### src/rtl/boot_sequencer_if.sv
// Boot sequencer bundle: sysctrl/memory-controller requests in, core reset controls out.
// master = the request/ready side, slave = the sequencer itself.
interface boot_sequencer_if #(
    parameter int NUM_SRC    = 4,
    parameter int SCRAMBLE_W = 2
);
    logic [NUM_SRC-1:0]    src_ready;
    logic                  sys_reset;
    logic                  coldboot;
    logic                  btn_reset;
    logic                  porb;
    logic                  resb;
    logic [SCRAMBLE_W-1:0] scramble;
    logic [1:0]            state;
    logic [NUM_SRC-1:0]    src_ok;
    logic [NUM_SRC-1:0]    src_timed_out;

    modport master (
        output src_ready, sys_reset, coldboot, btn_reset,
        input  porb, resb, scramble, state, src_ok, src_timed_out
    );

    modport slave (
        input  src_ready, sys_reset, coldboot, btn_reset,
        output porb, resb, scramble, state, src_ok, src_timed_out
    );
endinterface

### src/rtl/boot_sequencer.sv
// Core reset sequencer: gathers ready sources (with optional timeout), holds resb, scrambles RAM on coldboot.
// Latency: 2-cycle input sync; resb rises HOLD_CYC cycles after HOLD entry. No backpressure: levels only.
// Optional RSTSEQ_DEBOUNCE_EN adds a DEBOUNCE_CYC stability filter on the synchronised button.
module boot_sequencer #(
    parameter int                 NUM_SRC      = 4,
    parameter int                 CLK_HZ       = 32000000,
    parameter int                 TIMEOUT_MS   = 2000,
    parameter logic [NUM_SRC-1:0] TIMEOUT_MASK = 4'b1000,
    parameter int                 HOLD_CYC     = 16,
    parameter int                 SCRAMBLE_W   = 2,
    parameter int                 DEBOUNCE_CYC = 65536
) (
    input  logic             clk,
    input  logic             reset_n,
    boot_sequencer_if.slave  bus
);

    localparam logic [31:0] TIMEOUT_CYC = 32'(CLK_HZ / 1000 * TIMEOUT_MS);
    localparam int          HW          = (HOLD_CYC > 1) ? $clog2(HOLD_CYC) : 1;
    localparam logic [HW-1:0] HOLD_LOAD = HW'(HOLD_CYC - 1);

    typedef enum logic [1:0] {
        ST_POR  = 2'd0,
        ST_WAIT = 2'd1,
        ST_HOLD = 2'd2,
        ST_RUN  = 2'd3
    } state_e;

    state_e                state_q, state_d;
    logic [NUM_SRC-1:0]    src_meta_q, src_sync_q;
    logic                  btn_meta_q, btn_sync_q;
    logic                  btn_lvl;
    logic                  coldboot_q;
    logic                  porb_q, porb_d;
    logic                  resb_q, resb_d;
    logic                  por_cnt_q, por_cnt_d;
    logic [31:0]           to_cnt_q, to_cnt_d;
    logic [HW-1:0]         hold_cnt_q, hold_cnt_d;
    logic [SCRAMBLE_W-1:0] scramble_q, scramble_d;
    logic [NUM_SRC-1:0]    src_ok_q, src_ok_d;
    logic [NUM_SRC-1:0]    src_to_q, src_to_d;
    logic                  cb_rise;
    logic                  reset_req;
    logic                  to_reach;
    logic                  all_ok;

`ifdef RSTSEQ_DEBOUNCE_EN
    localparam int DBW = $clog2(DEBOUNCE_CYC + 1);

    logic [DBW-1:0] db_cnt_q, db_cnt_d;
    logic           btn_lvl_q, btn_lvl_d;

    // Level only flips after DEBOUNCE_CYC consecutive cycles of disagreement.
    always_comb begin
        db_cnt_d  = '0;
        btn_lvl_d = btn_lvl_q;
        if (btn_sync_q != btn_lvl_q) begin
            if (db_cnt_q == DBW'(DEBOUNCE_CYC - 1)) begin
                btn_lvl_d = btn_sync_q;
            end else begin
                db_cnt_d = db_cnt_q + 1'b1;
            end
        end
    end

    always_ff @(posedge clk or negedge reset_n) begin
        if (!reset_n) begin
            db_cnt_q  <= '0;
            btn_lvl_q <= 1'b0;
        end else begin
            db_cnt_q  <= db_cnt_d;
            btn_lvl_q <= btn_lvl_d;
        end
    end

    assign btn_lvl = btn_lvl_q;
`else
    logic unused_debounce;
    assign unused_debounce = (DEBOUNCE_CYC != 0);
    assign btn_lvl         = btn_sync_q;
`endif

    always_comb begin
        cb_rise    = bus.coldboot & ~coldboot_q;
        reset_req  = bus.sys_reset | btn_lvl | cb_rise;
        state_d    = state_q;
        porb_d     = porb_q;
        por_cnt_d  = por_cnt_q;
        to_cnt_d   = '0;
        hold_cnt_d = hold_cnt_q;
        scramble_d = scramble_q;
        src_ok_d   = src_ok_q;
        src_to_d   = src_to_q;

        if (state_q != ST_POR && cb_rise) begin
            scramble_d = scramble_q + 1'b1;
        end

        if (state_q == ST_WAIT) begin
            to_cnt_d = (to_cnt_q == TIMEOUT_CYC) ? to_cnt_q : to_cnt_q + 32'd1;
        end
        to_reach = (state_q == ST_WAIT) && (to_cnt_d == TIMEOUT_CYC);

        // Masked sources latch once satisfied; unmasked ones track the live level.
        if (state_q != ST_POR) begin
            for (int i = 0; i < NUM_SRC; i++) begin
                if (TIMEOUT_MASK[i]) begin
                    if (src_sync_q[i]) begin
                        src_ok_d[i] = 1'b1;
                    end else if (to_reach && !src_ok_q[i]) begin
                        src_ok_d[i] = 1'b1;
                        src_to_d[i] = 1'b1;
                    end
                end else begin
                    src_ok_d[i] = src_sync_q[i];
                end
            end
        end
        all_ok = &src_ok_d;

        case (state_q)
            ST_POR: begin
                if (por_cnt_q) begin
                    state_d = ST_WAIT;
                    porb_d  = 1'b1;
                end else begin
                    por_cnt_d = 1'b1;
                end
            end
            ST_WAIT: begin
                if (all_ok) begin
                    state_d    = ST_HOLD;
                    hold_cnt_d = HOLD_LOAD;
                end
            end
            ST_HOLD: begin
                if (!all_ok) begin
                    state_d = ST_WAIT;
                end else if (reset_req) begin
                    hold_cnt_d = HOLD_LOAD;
                end else if (hold_cnt_q == '0) begin
                    state_d = ST_RUN;
                end else begin
                    hold_cnt_d = hold_cnt_q - 1'b1;
                end
            end
            ST_RUN: begin
                // A lost live source outranks any simultaneous reset request.
                if (!all_ok) begin
                    state_d = ST_WAIT;
                end else if (reset_req) begin
                    state_d    = ST_HOLD;
                    hold_cnt_d = HOLD_LOAD;
                end
            end
            default: state_d = ST_POR;
        endcase

        resb_d = (state_d == ST_RUN);
    end

    always_ff @(posedge clk or negedge reset_n) begin
        if (!reset_n) begin
            state_q    <= ST_POR;
            src_meta_q <= '0;
            src_sync_q <= '0;
            btn_meta_q <= 1'b0;
            btn_sync_q <= 1'b0;
            coldboot_q <= 1'b0;
            porb_q     <= 1'b0;
            resb_q     <= 1'b0;
            por_cnt_q  <= 1'b0;
            to_cnt_q   <= '0;
            hold_cnt_q <= '0;
            scramble_q <= '0;
            src_ok_q   <= '0;
            src_to_q   <= '0;
        end else begin
            state_q    <= state_d;
            src_meta_q <= bus.src_ready;
            src_sync_q <= src_meta_q;
            btn_meta_q <= bus.btn_reset;
            btn_sync_q <= btn_meta_q;
            coldboot_q <= bus.coldboot;
            porb_q     <= porb_d;
            resb_q     <= resb_d;
            por_cnt_q  <= por_cnt_d;
            to_cnt_q   <= to_cnt_d;
            hold_cnt_q <= hold_cnt_d;
            scramble_q <= scramble_d;
            src_ok_q   <= src_ok_d;
            src_to_q   <= src_to_d;
        end
    end

    assign bus.porb          = porb_q;
    assign bus.resb          = resb_q;
    assign bus.scramble      = scramble_q;
    assign bus.state         = state_q;
    assign bus.src_ok        = src_ok_q;
    assign bus.src_timed_out = src_to_q;

endmodule
### src/flat_wrapper.sv
// flat-port wrapper written by rule: the top's interface ports become plain ports
module boot_sequencer_flat 
#(
    parameter int                 NUM_SRC      = 4,
    parameter int                 CLK_HZ       = 32000000,
    parameter int                 TIMEOUT_MS   = 2000,
    parameter logic [NUM_SRC-1:0] TIMEOUT_MASK = 4'b1000,
    parameter int                 HOLD_CYC     = 16,
    parameter int                 SCRAMBLE_W   = 2,
    parameter int                 DEBOUNCE_CYC = 65536
)
  (clk, reset_n, bus_src_ready, bus_sys_reset, bus_coldboot, bus_btn_reset, bus_porb, bus_resb, bus_scramble, bus_state, bus_src_ok, bus_src_timed_out);
  boot_sequencer_if #(.NUM_SRC(NUM_SRC), .SCRAMBLE_W(SCRAMBLE_W)) bus_i ();
  input  logic clk;
  input  logic reset_n;
  input wire logic [$bits(bus_i.src_ready)-1:0] bus_src_ready;
  input wire logic [$bits(bus_i.sys_reset)-1:0] bus_sys_reset;
  input wire logic [$bits(bus_i.coldboot)-1:0] bus_coldboot;
  input wire logic [$bits(bus_i.btn_reset)-1:0] bus_btn_reset;
  output wire logic [$bits(bus_i.porb)-1:0] bus_porb;
  output wire logic [$bits(bus_i.resb)-1:0] bus_resb;
  output wire logic [$bits(bus_i.scramble)-1:0] bus_scramble;
  output wire logic [$bits(bus_i.state)-1:0] bus_state;
  output wire logic [$bits(bus_i.src_ok)-1:0] bus_src_ok;
  output wire logic [$bits(bus_i.src_timed_out)-1:0] bus_src_timed_out;
  assign bus_i.src_ready = bus_src_ready;
  assign bus_i.sys_reset = bus_sys_reset;
  assign bus_i.coldboot = bus_coldboot;
  assign bus_i.btn_reset = bus_btn_reset;
  assign bus_porb = bus_i.porb;
  assign bus_resb = bus_i.resb;
  assign bus_scramble = bus_i.scramble;
  assign bus_state = bus_i.state;
  assign bus_src_ok = bus_i.src_ok;
  assign bus_src_timed_out = bus_i.src_timed_out;
  boot_sequencer #(.NUM_SRC(NUM_SRC), .CLK_HZ(CLK_HZ), .TIMEOUT_MS(TIMEOUT_MS), .TIMEOUT_MASK(TIMEOUT_MASK), .HOLD_CYC(HOLD_CYC), .SCRAMBLE_W(SCRAMBLE_W), .DEBOUNCE_CYC(DEBOUNCE_CYC)) u_core (.clk(clk), .reset_n(reset_n), .bus(bus_i));
endmodule
### config.mk
export PLATFORM = sky130hd
export DESIGN_NAME = boot_sequencer_flat
export DESIGN_NICKNAME = d
export VERILOG_FILES = /design/src/rtl/boot_sequencer_if.sv /design/src/rtl/boot_sequencer.sv /design/src/flat_wrapper.sv
export SDC_FILE = /design/constraint.sdc
export NUM_CORES = 1
export LEC_CHECK = 0
export ABC_AREA = 1
export ABC_CLOCK_PERIOD_IN_PS = 3300
export CELL_PAD_IN_SITES_DETAIL_PLACEMENT = 0
export CELL_PAD_IN_SITES_GLOBAL_PLACEMENT = 1
export CORE_ASPECT_RATIO = 1.5
export CORE_UTILIZATION = 47
export DETAILED_ROUTE_END_ITERATION = 10
export HOLD_SLACK_MARGIN = 0.03
export PLACE_DENSITY_LB_ADDON = 0.1
export SYNTH_ARGS = -nofsm -noshare
export SYNTH_HDL_FRONTEND = slang
export SYNTH_SLANG_ARGS = --single-unit
export TNS_END_PERCENT = 30
### constraint.sdc
create_clock -name clk -period 3.3 [get_ports clk]
set_input_delay 0.66 -clock clk [delete_from_list [all_inputs] [get_ports clk]]
set_output_delay 0.66 -clock clk [all_outputs]
set_load 0.005 [all_outputs]
Yosys cells after proc, flatten, opt, wreduce, memory -nomap -nowiden. Index checks and enable logic that the tools add are counted.

Reduce and logical (&&, ||, !) cells: 12. Bitwise operators: 5. Magnitude comparators: 0. $add $sub $neg: 3. Mux-type cells: 20. Equal/unequal tests: 11. Divide/modulo/power cells: 0. Multipliers: 0. Shift operators: 0.

Operator list (number): 32-bit by 26-bit == test with 1-bit output, second input constant (2); 32-bit 2-to-1 mux (2); 32-bit by 1-bit adder with 32-bit output, second input constant (1); 4-bit 2-to-1 mux (7); 2-bit 2-to-1 mux (7); 4-bit case mux with 3 select lines (1); 2-bit by 1-bit != test with 1-bit output, second input constant (4); 2-bit case mux with 4 select lines (1); 2-bit == test, second input constant (3); 6-bit AND reduction (1); 4-bit logical NOT (1); 4-bit AND reduction (1); 4-bit by 1-bit subtractor with 4-bit output, second input constant (1); 1-bit logical AND (3); 3-bit by 2-bit != test with 1-bit output, second input constant (1); 3-bit AND reduction (1); 3-bit nonzero test (1); 2-bit by 1-bit adder with 2-bit output, second input constant (1); 2-bit by 1-bit == test with 1-bit output, second input constant (1); 2-bit logical NOT (1); 1-bit 2-to-1 mux (2); 1-bit NOT (2); 1-bit OR (2); 2-bit AND reduction (1); 3 further kinds (3).

RAM bits: 0. Latch bits: 0. ROM bits: 0. Bits of input ports: 9. Output and inout port bits: 14. Memories kept: 0. Flip-flop bits (word level): 59. Word-level logic and storage cells: 65.

Longest topological paths before layout. Gate-level depths: netlist (run 1).

Word-level depth: 13. Gate-level depth with buffers: 18. Mapped depth without buffers: 18.

Least setup slack after synthesis (run 1). No wires, ideal clock.

Kind: reg2reg. Start point: reg u_core.to_cnt_q[0]. End point: reg u_core.hold_cnt_q[0]. Path buffers: 0. Stages on the path, launching flop included: 17. Setup slack: 1.225 ns. Clock period less this slack: 2.075 ns. Arrival time: 1.957 ns. Library setup time: 0.117 ns. Required time: 3.183 ns. Path through: dfrtp_1 > ha_1 > nand2_2 > nor2_4 > nand2_2 > nor2_4 > nand2_1 > nand3_1 > nand2_1 > nor3_1 > nand2_1 > nor2_4 > nand2_4 > nand2_4 > nand3_4 > nand2_1 > nand2_1.

Cells in the longest elaborated chain, start to end: 12. Elaborated cells on any way between the ends: 15. Those cells by class: add/sub: 1; eq/ne: 5; mux: 5; reduce/logical: 4.

Ends and longest elaborated chain: start, declared (line boot_sequencer.sv:37) `logic [31:0] to_cnt_q, to_cnt_d;`; start signal, assigned (line boot_sequencer.sv:188) `to_cnt_q <= to_cnt_d;`; 32-bit by 1-bit adder with 32-bit output / 32-bit by 26-bit == test with 1-bit output (equally long branches) (line boot_sequencer.sv:100) `to_cnt_d = (to_cnt_q == TIMEOUT_CYC) ? to_cnt_q : to_cnt_q + 32'd1;`; 32-bit 2-to-1 mux * (line boot_sequencer.sv:100); 32-bit 2-to-1 mux * (line boot_sequencer.sv:99) `if (state_q == ST_WAIT) begin`; 32-bit by 26-bit == test with 1-bit output * (line boot_sequencer.sv:102) `to_reach = (state_q == ST_WAIT) && (to_cnt_d == TIMEOUT_CYC);`; 1-bit logical AND * (line boot_sequencer.sv:102); 1-bit logical AND * (line boot_sequencer.sv:110) `end else if (to_reach && !src_ok_q[i]) begin`; 1-bit 2-to-1 mux * (line boot_sequencer.sv:110); 1-bit 2-to-1 mux * (line boot_sequencer.sv:108) `if (src_sync_q[i]) begin`; 4-bit 2-to-1 mux * (line boot_sequencer.sv:105) `if (state_q != ST_POR) begin`; 4-bit AND reduction * (line boot_sequencer.sv:119) `all_ok = &src_ok_d;`; 2-bit by 1-bit != test with 1-bit output (no source line); 6-bit AND reduction (no source line) *; end signal, assigned (line boot_sequencer.sv:189) `hold_cnt_q <= hold_cnt_d;`; end, declared (line boot_sequencer.sv:38) `logic [HW-1:0] hold_cnt_q, hold_cnt_d;`.

Mark *: on every way between the ends. The rest lies on a longest branch, timed or not. A chain may end at the register's enable or synchronous reset.

Final worst setup path (run 1).
Start point: reg u_core.to_cnt_q[0]. End point: reg u_core.hold_cnt_q[3].

The elaborated chain is that of the path after synthesis.

==> flow_metrics.py, run 1 <==
metrics = {
    "timing": {
        "slew_viol_final": 0,
        "period_needed_ns": 2.52,
        "fmax_mhz": 397,
        "finalSetupViolCount": 0,
        "tightest_slew_ns": 0.977,
        "maxSlewHeadroom": 0.349,
        "tns_ns": 0,
        "rsz0062_at_grt": "no",
        "worst_hold_slack_ns": 0.354,
        "finClkSkew_ns": 0.0143,
        "final.period_utilization": 0.763,
        "hold_viol": 0,
    },
    "floorplanning": {
        "rows": 38,
        "chipHeight_um": 109,
        "die-area_sq_um": 7990,
        "core_area_sq_um": 7320,
        "initial_core_util": 0.490,
        "io_pins": 23,
        "die_w_um": 73.3,
    },
    "global_routing": {
        "antenna_found_initial": 0,
        "track_usage": 0.250,
        "grt_pass1_wl_mm": 14.3,
        "first_global_vias": 3053,
        "grt_max_degree": 45,
        "grt_overflow": 0,
    },
    "cts": {
        "clk_latency_ns": 0.35,
        "cts_made_buffers": 9,
        "cts_tree": "yes",
        "clock_path_buffers": 2,
        "clock_sinks": 59,
        "cts-resized-gates": 0,
        "cts_hold_buf": 0,
        "clkSlewWorstSetupHoldPaths_ns": 0.06,
        "cts_setup_buffers": 0,
        "cts-root-buf": "clkbuf_8",
        "htreeDepth": 3,
    },
    "final_layout": {
        "multi_input_area_sq_um": 1770,
        "final_cell_mix": "nand2_1 (134), inv_1 (72), nor2_1 (63), dfrtp_1 (59), nand3_1 (41)",
        "drive_gt1_frac": 0.151,
        "fill_cells": 786,
        "fin_util": 0.562,
        "num_antenna_cells": 0,
        "final_cells": 618,
        "final_common_cell": "nand2_1",
        "layout.area.seq_sq_um": 1480,
        "syn2layout_area_growth_pct": 14.7,
        "nets": 525,
    },
    "detailed_routing": {
        "drt_iter0_markers": 132,
        "drc": 0,
        "vias": 3056,
        "drt_pass1_iterations": 4,
        "routed_via_density": 4.94,
        "routedWlPerCell_um": 14.3,
        "ant_nets": 0,
        "drt-total-wl_mm": 8.87,
    },
    "worst_setup_path": {
        "critical_path_arrival_ns": 2.75,
        "rrSetupSlack_ns": 0.78,
        "start_kind": "flop",
        "worstSetupPathType": "reg -> reg",
        "crit_required_ns": 3.53,
        "crit_path_end_kind": "flop",
        "path_max_fanout": 6,
    },
    "synthesis": {
        "synth_cell_type_count": 34,
        "seq_area_frac_synth": 0.412,
        "synth_edf_count": 0,
        "async_reset_ff_frac": 1.00,
        "synth_ff_type": "dfrtp_1",
        "netlist_area_sq_um": 3590,
        "yosysWarnings": 0,
        "synth-seq-cells": 59,
        "synthCells": 485,
        "avgSynthCellArea_sq_um": 7.39,
    },
    "power": {
        "leakage_nw": 2.17,
        "peakVddDrop_mv": 0.392,
        "p_total_w": 0.00198,
        "power_density_nw_per_um2": 482,
    },
    "placement": {
        "place_congestion": 0.868,
        "hpwl_mm": 7.12,
        "dp.cells": 602,
        "numPortBuffers": 19,
    },
    "min_path": {
        "worstHoldPathType": "reg -> reg",
    },
    "job": {
        "drv_cap": 0,
    },
    "outcome": {
        "status": "completed",
    },
}
layout make-up:
cell class	count	area share
Multi-Input combinational cell	344	0.431
Sequential cell	59	0.359
Clock buffer	11	0.0344
Clock inverter	5	0.0243
Tap cell	100	0.0304
Inverter	77	0.0709
Timing Repair Buffer	22	0.0505
per-layer routing:
layer | GRT usage | up-vias | wire [um]
li1 | - | 1549 | -
met1 | 0.236 | 1406 | 3170
met2 | 0.469 | 70 | 4850
met3 | 0.0453 | 31 | 258
met4 | 0.181 | 0 | 585
met5 | 0 | - | 0
synthesized netlist by cell type, drive strengths merged (3+ instances only):
cell type / instances / area share
nor3: 3 / 0.0042
inv: 75 / 0.079
nand2: 152 / 0.18
nand3: 45 / 0.070
nor2: 90 / 0.14
nand4: 10 / 0.017
xor2: 3 / 0.0073
a21oi: 10 / 0.018
buf: 7 / 0.015
dfrtp: 59 / 0.41
and3: 3 / 0.0052
o21ai: 13 / 0.018
ha: 3 / 0.010
flip-flops by register name (all words and copies together), names as in the netlist:
| name | cells |
|---|---|
| u_core.src_sync_q | 4 |
| u_core.btn_lvl | 1 |
| u_core.bus.state | 2 |
| u_core.bus.src_timed_out | 1 |
| u_core.bus.src_ok | 4 |
| u_core.hold_cnt_q | 4 |
| u_core.btn_meta_q | 1 |
| u_core.bus.scramble | 2 |
| u_core.bus.resb | 1 |
| u_core.por_cnt_q | 1 |
| u_core.bus.porb | 1 |
| u_core.src_meta_q | 4 |
| u_core.to_cnt_q | 32 |
| u_core.coldboot_q | 1 |
final timing paths:
check                                                     from  cells past startpoint                               end
worst max-delay path              u_core.to_cnt_q[0]$_DFF_PN0_                     16  u_core.hold_cnt_q[3]$_DFFE_PN0P_
worst min-delay path            u_core.src_meta_q[2]$_DFF_PN0_                      0    u_core.src_sync_q[2]$_DFF_PN0_
worst max register to register    u_core.to_cnt_q[0]$_DFF_PN0_                     16  u_core.hold_cnt_q[3]$_DFFE_PN0P_
worst min register to register  u_core.src_meta_q[2]$_DFF_PN0_                      0    u_core.src_sync_q[2]$_DFF_PN0_
max in group asynchronous                              reset_n                      2     u_core.to_cnt_q[14]$_DFF_PN0_
min in group asynchronous                              reset_n                      1      u_core.to_cnt_q[7]$_DFF_PN0_
metrics by stage:
| stage | worst slack [ns] | area, sq um |
|---|---|---|
| final | 0.783 | 4110 |
| after global routing | 0.587 | 4110 |
| after CTS | 0.736 | 4110 |
| after detailed placement | 0.765 | 3870 |
| after global placement | 0.801 | 3870 |
| after floorplan | 1.23 | 3590 |
report_power, final:
| part | internal [W] | switching (W) | leakage (nW) |
|---|---|---|---|
| logic | 0.000127 | 0.000201 | 1.29 |
| registers | 0.000783 | 0.0000626 | 0.751 |
| clock network | 0.000520 | 0.000290 | 0.123 |
| total | 0.00143 | 0.000553 | 2.17 |
critical path: stages (launching register included):
cell and delay, ns:
dfrtp_1 0.43, ha_1 0.25, nand2_2 0.08, nor2_4 0.20
nand2_2 0.14, nor2_4 0.19, nand3_1 0.09, nand3_1 0.13
nand2_1 0.10, nor2_1 0.15, nand2_2 0.09, nor2_4 0.12
nand2_4 0.07, nand2_4 0.10, nand3_4 0.09, nand2_1 0.11
nand2_1 0.05
cells by family (layout without fill, tap and decap cells):
group | Yosys count | in the layout | synth area share
compound gates | 26 | 26 | 0.0426
flops | 59 | 59 | 0.412
xor+xnor | 4 | 4 | 0.00977
simple gates | 308 | 308 | 0.428
fa+ha+maj | 3 | 3 | 0.0105
buf+inv | 84 | 115 | 0.0963
other cells | 1 | 3 | 0.00105
Power figures use the tool's default switching activity.
==> run 2, diff against run 1 <==
- ABC_CLOCK_PERIOD_IN_PS: 3300 -> 2360
- CORE_UTILIZATION: 47 -> 44
- clock period: 3.3 -> 2.36 ns (I/O delays scaled with it)
==> run 2 against run 1 <==
Final cell count rose by 3.4%. Hold slack got worse by 0.24 ns. Combinational power rose by 87%. Design area rose by 7.9%. Critical path depth did not move. Non-clock buffer count rose by 17. Clock skew fell by 0.0080 ns.
==> flow_metrics.py, run 2 (synthesized netlist as in run 1, its figures left out) <==
metrics = {
    "outcome": {
        "status": "completed",
    },
    "worst_setup_path": {
        "worstSetupPathType": "reg -> reg",
        "start_kind": "flop",
        "crit_path_end_kind": "flop",
        "rrSetupSlack_ns": 0.04,
        "path_max_fanout": 6,
        "critical_path_arrival_ns": 2.54,
        "crit_required_ns": 2.58,
        "reg2regPathDepth": 16,
    },
    "floorplanning": {
        "io_pins": 23,
        "rows": 40,
        "initial_core_util": 0.451,
        "die-area_sq_um": 8520,
        "core_area_sq_um": 7960,
        "chipHeight_um": 113,
        "die_w_um": 75.7,
    },
    "detailed_routing": {
        "drt-total-wl_mm": 9.36,
        "vias": 3101,
        "drt_iter0_markers": 100,
        "drc": 0,
        "ant_nets": 0,
        "routed_via_density": 4.85,
        "drt_pass1_iterations": 4,
        "routedWlPerCell_um": 14.6,
    },
    "global_routing": {
        "grt_max_degree": 40,
        "grt_pass1_wl_mm": 14.9,
        "grt_overflow": 0,
        "first_global_vias": 3208,
        "track_usage": 0.246,
        "antenna_found_initial": 0,
    },
    "placement": {
        "hpwl_mm": 7.31,
        "place_congestion": 0.841,
        "numPortBuffers": 19,
    },
    "timing": {
        "final.period_utilization": 0.984,
        "fmax_mhz": 431,
        "tightest_slew_ns": 0.613,
        "rsz0062_at_grt": "yes",
        "slew_viol_final": 0,
        "period_needed_ns": 2.32,
        "finClkSkew_ns": 0.00629,
        "finalSetupViolCount": 0,
        "hold_viol": 0,
        "worst_hold_slack_ns": 0.116,
        "maxSlewHeadroom": 0.590,
    },
    "final_layout": {
        "syn2layout_area_growth_pct": 23.8,
        "fill_cells": 755,
        "drive_gt1_frac": 0.225,
        "final_common_cell": "nand2_1",
        "largest_reg_flops": 32,
        "top_register": "u_core.to_cnt_q",
        "num_antenna_cells": 0,
        "nets": 542,
        "final_cell_mix": "nand2_1 (130), inv_1 (71), dfrtp_1 (57), nor2_1 (54), nand3_1 (34)",
    },
    "power": {
        "combPwrFrac": 0.203,
        "power_frac_clock": 0.405,
        "p_int_w": 0.00215,
        "peakVddDrop_mv": 0.511,
        "p_sw_frac": 0.287,
        "pwr-share-seq": 0.392,
        "leakage_nw": 2.31,
        "power_density_nw_per_um2": 678,
        "power.switching_w": 0.000863,
        "p_total_w": 0.00301,
    },
    "cts": {
        "cts_hold_buf": 0,
        "cts-root-buf": "clkbuf_16",
        "cts_made_buffers": 9,
        "clkSlewWorstSetupHoldPaths_ns": 0.05,
        "clock_sinks": 59,
        "htreeDepth": 3,
        "cts_tree": "yes",
        "clk_latency_ns": 0.33,
        "clock_path_buffers": 2,
    },
    "job": {
        "drv_cap": 0,
    },
    "min_path": {
        "worstHoldPathType": "in -> async",
    },
}
-- run 2: critical path, stage by stage (launching register included) --
cell and delay [ns]:
dfrtp_1 0.41, buf_4 0.16, inv_4 0.09, ha_2 0.18, nand4_1 0.14, nor2_2 0.13
nand2_1 0.08, nand2_1 0.11, nand3_2 0.11, nor2_4 0.13, nand3_2 0.11, nor2_4 0.15
nand2_4 0.07, nand2_4 0.09, nand3_4 0.10, nand2_2 0.10, nand2_1 0.05
-- run 2: cell type report --
cell class / count / area (sq um) / share of cell area
Inverter: 77 / 292 / 0.0657
Tap cell: 105 / 131 / 0.0296
Timing Repair Buffer: 39 / 368 / 0.0828
Sequential cell: 59 / 1480 / 0.333
Clock inverter: 2 / 10.0 / 0.00225
Clock buffer: 13 / 270 / 0.0609
Multi-Input combinational cell: 344 / 1890 / 0.426
-- run 2: repair_timing --
item	4_1_cts	5_1_grt
resized for setup	0	35
buffers inserted	0	4
setup endpoints to repair	0	9
-- run 2: path summary, 6_finish.rpt --
path | endpoint | startpoint
worst min-delay path | u_core.to_cnt_q[25]$_DFF_PN0_ | reset_n
worst min register to register | u_core.src_sync_q[0]$_DFF_PN0_ | u_core.src_meta_q[0]$_DFF_PN0_
min in group clk | u_core.src_sync_q[0]$_DFF_PN0_ | u_core.src_meta_q[0]$_DFF_PN0_
max in group asynchronous | u_core.to_cnt_q[20]$_DFF_PN0_ | reset_n
worst max-delay path | u_core.hold_cnt_q[2]$_DFFE_PN0P_ | u_core.to_cnt_q[0]$_DFF_PN0_
worst max register to register | u_core.hold_cnt_q[2]$_DFFE_PN0P_ | u_core.to_cnt_q[0]$_DFF_PN0_
-- run 2: through the flow --
stage	cell area [sq um]	setup slack, ns	utilization	TNS, ns	std cells
floorplan	3590	0.285	-	0	487
detailed placement	4000	0.0237	0.503	0	620
global placement	4000	0.0613	0.503	0	620
global route	4440	-0.0714	0.558	-0.278	639
CTS	4280	0.0132	0.538	0	635
finish	4440	0.0371	0.558	0	639
-- run 2: per-layer routing --
layer  GRT usage  routed length, um
met1       0.237               3480
met2       0.455               5170
met3      0.0476                240
met4       0.153                461
met5           0                  0
-- run 2: power by group through the flow --
stage                     Clock, W  Combinational, W  Sequential, W
after floorplan                  0          0.000334        0.00118
after global placement           0          0.000520        0.00118
after detailed placement         0          0.000526        0.00118
after CTS                  0.00125          0.000531        0.00117
after global routing       0.00129          0.000677        0.00119
final                      0.00122          0.000612        0.00118
==> run 3, diff against run 2 <==
- SLEW_MARGIN: not set -> 25
==> results of run 3 <==
No change in the layout: final DEF, timing and power equal those of run 2.
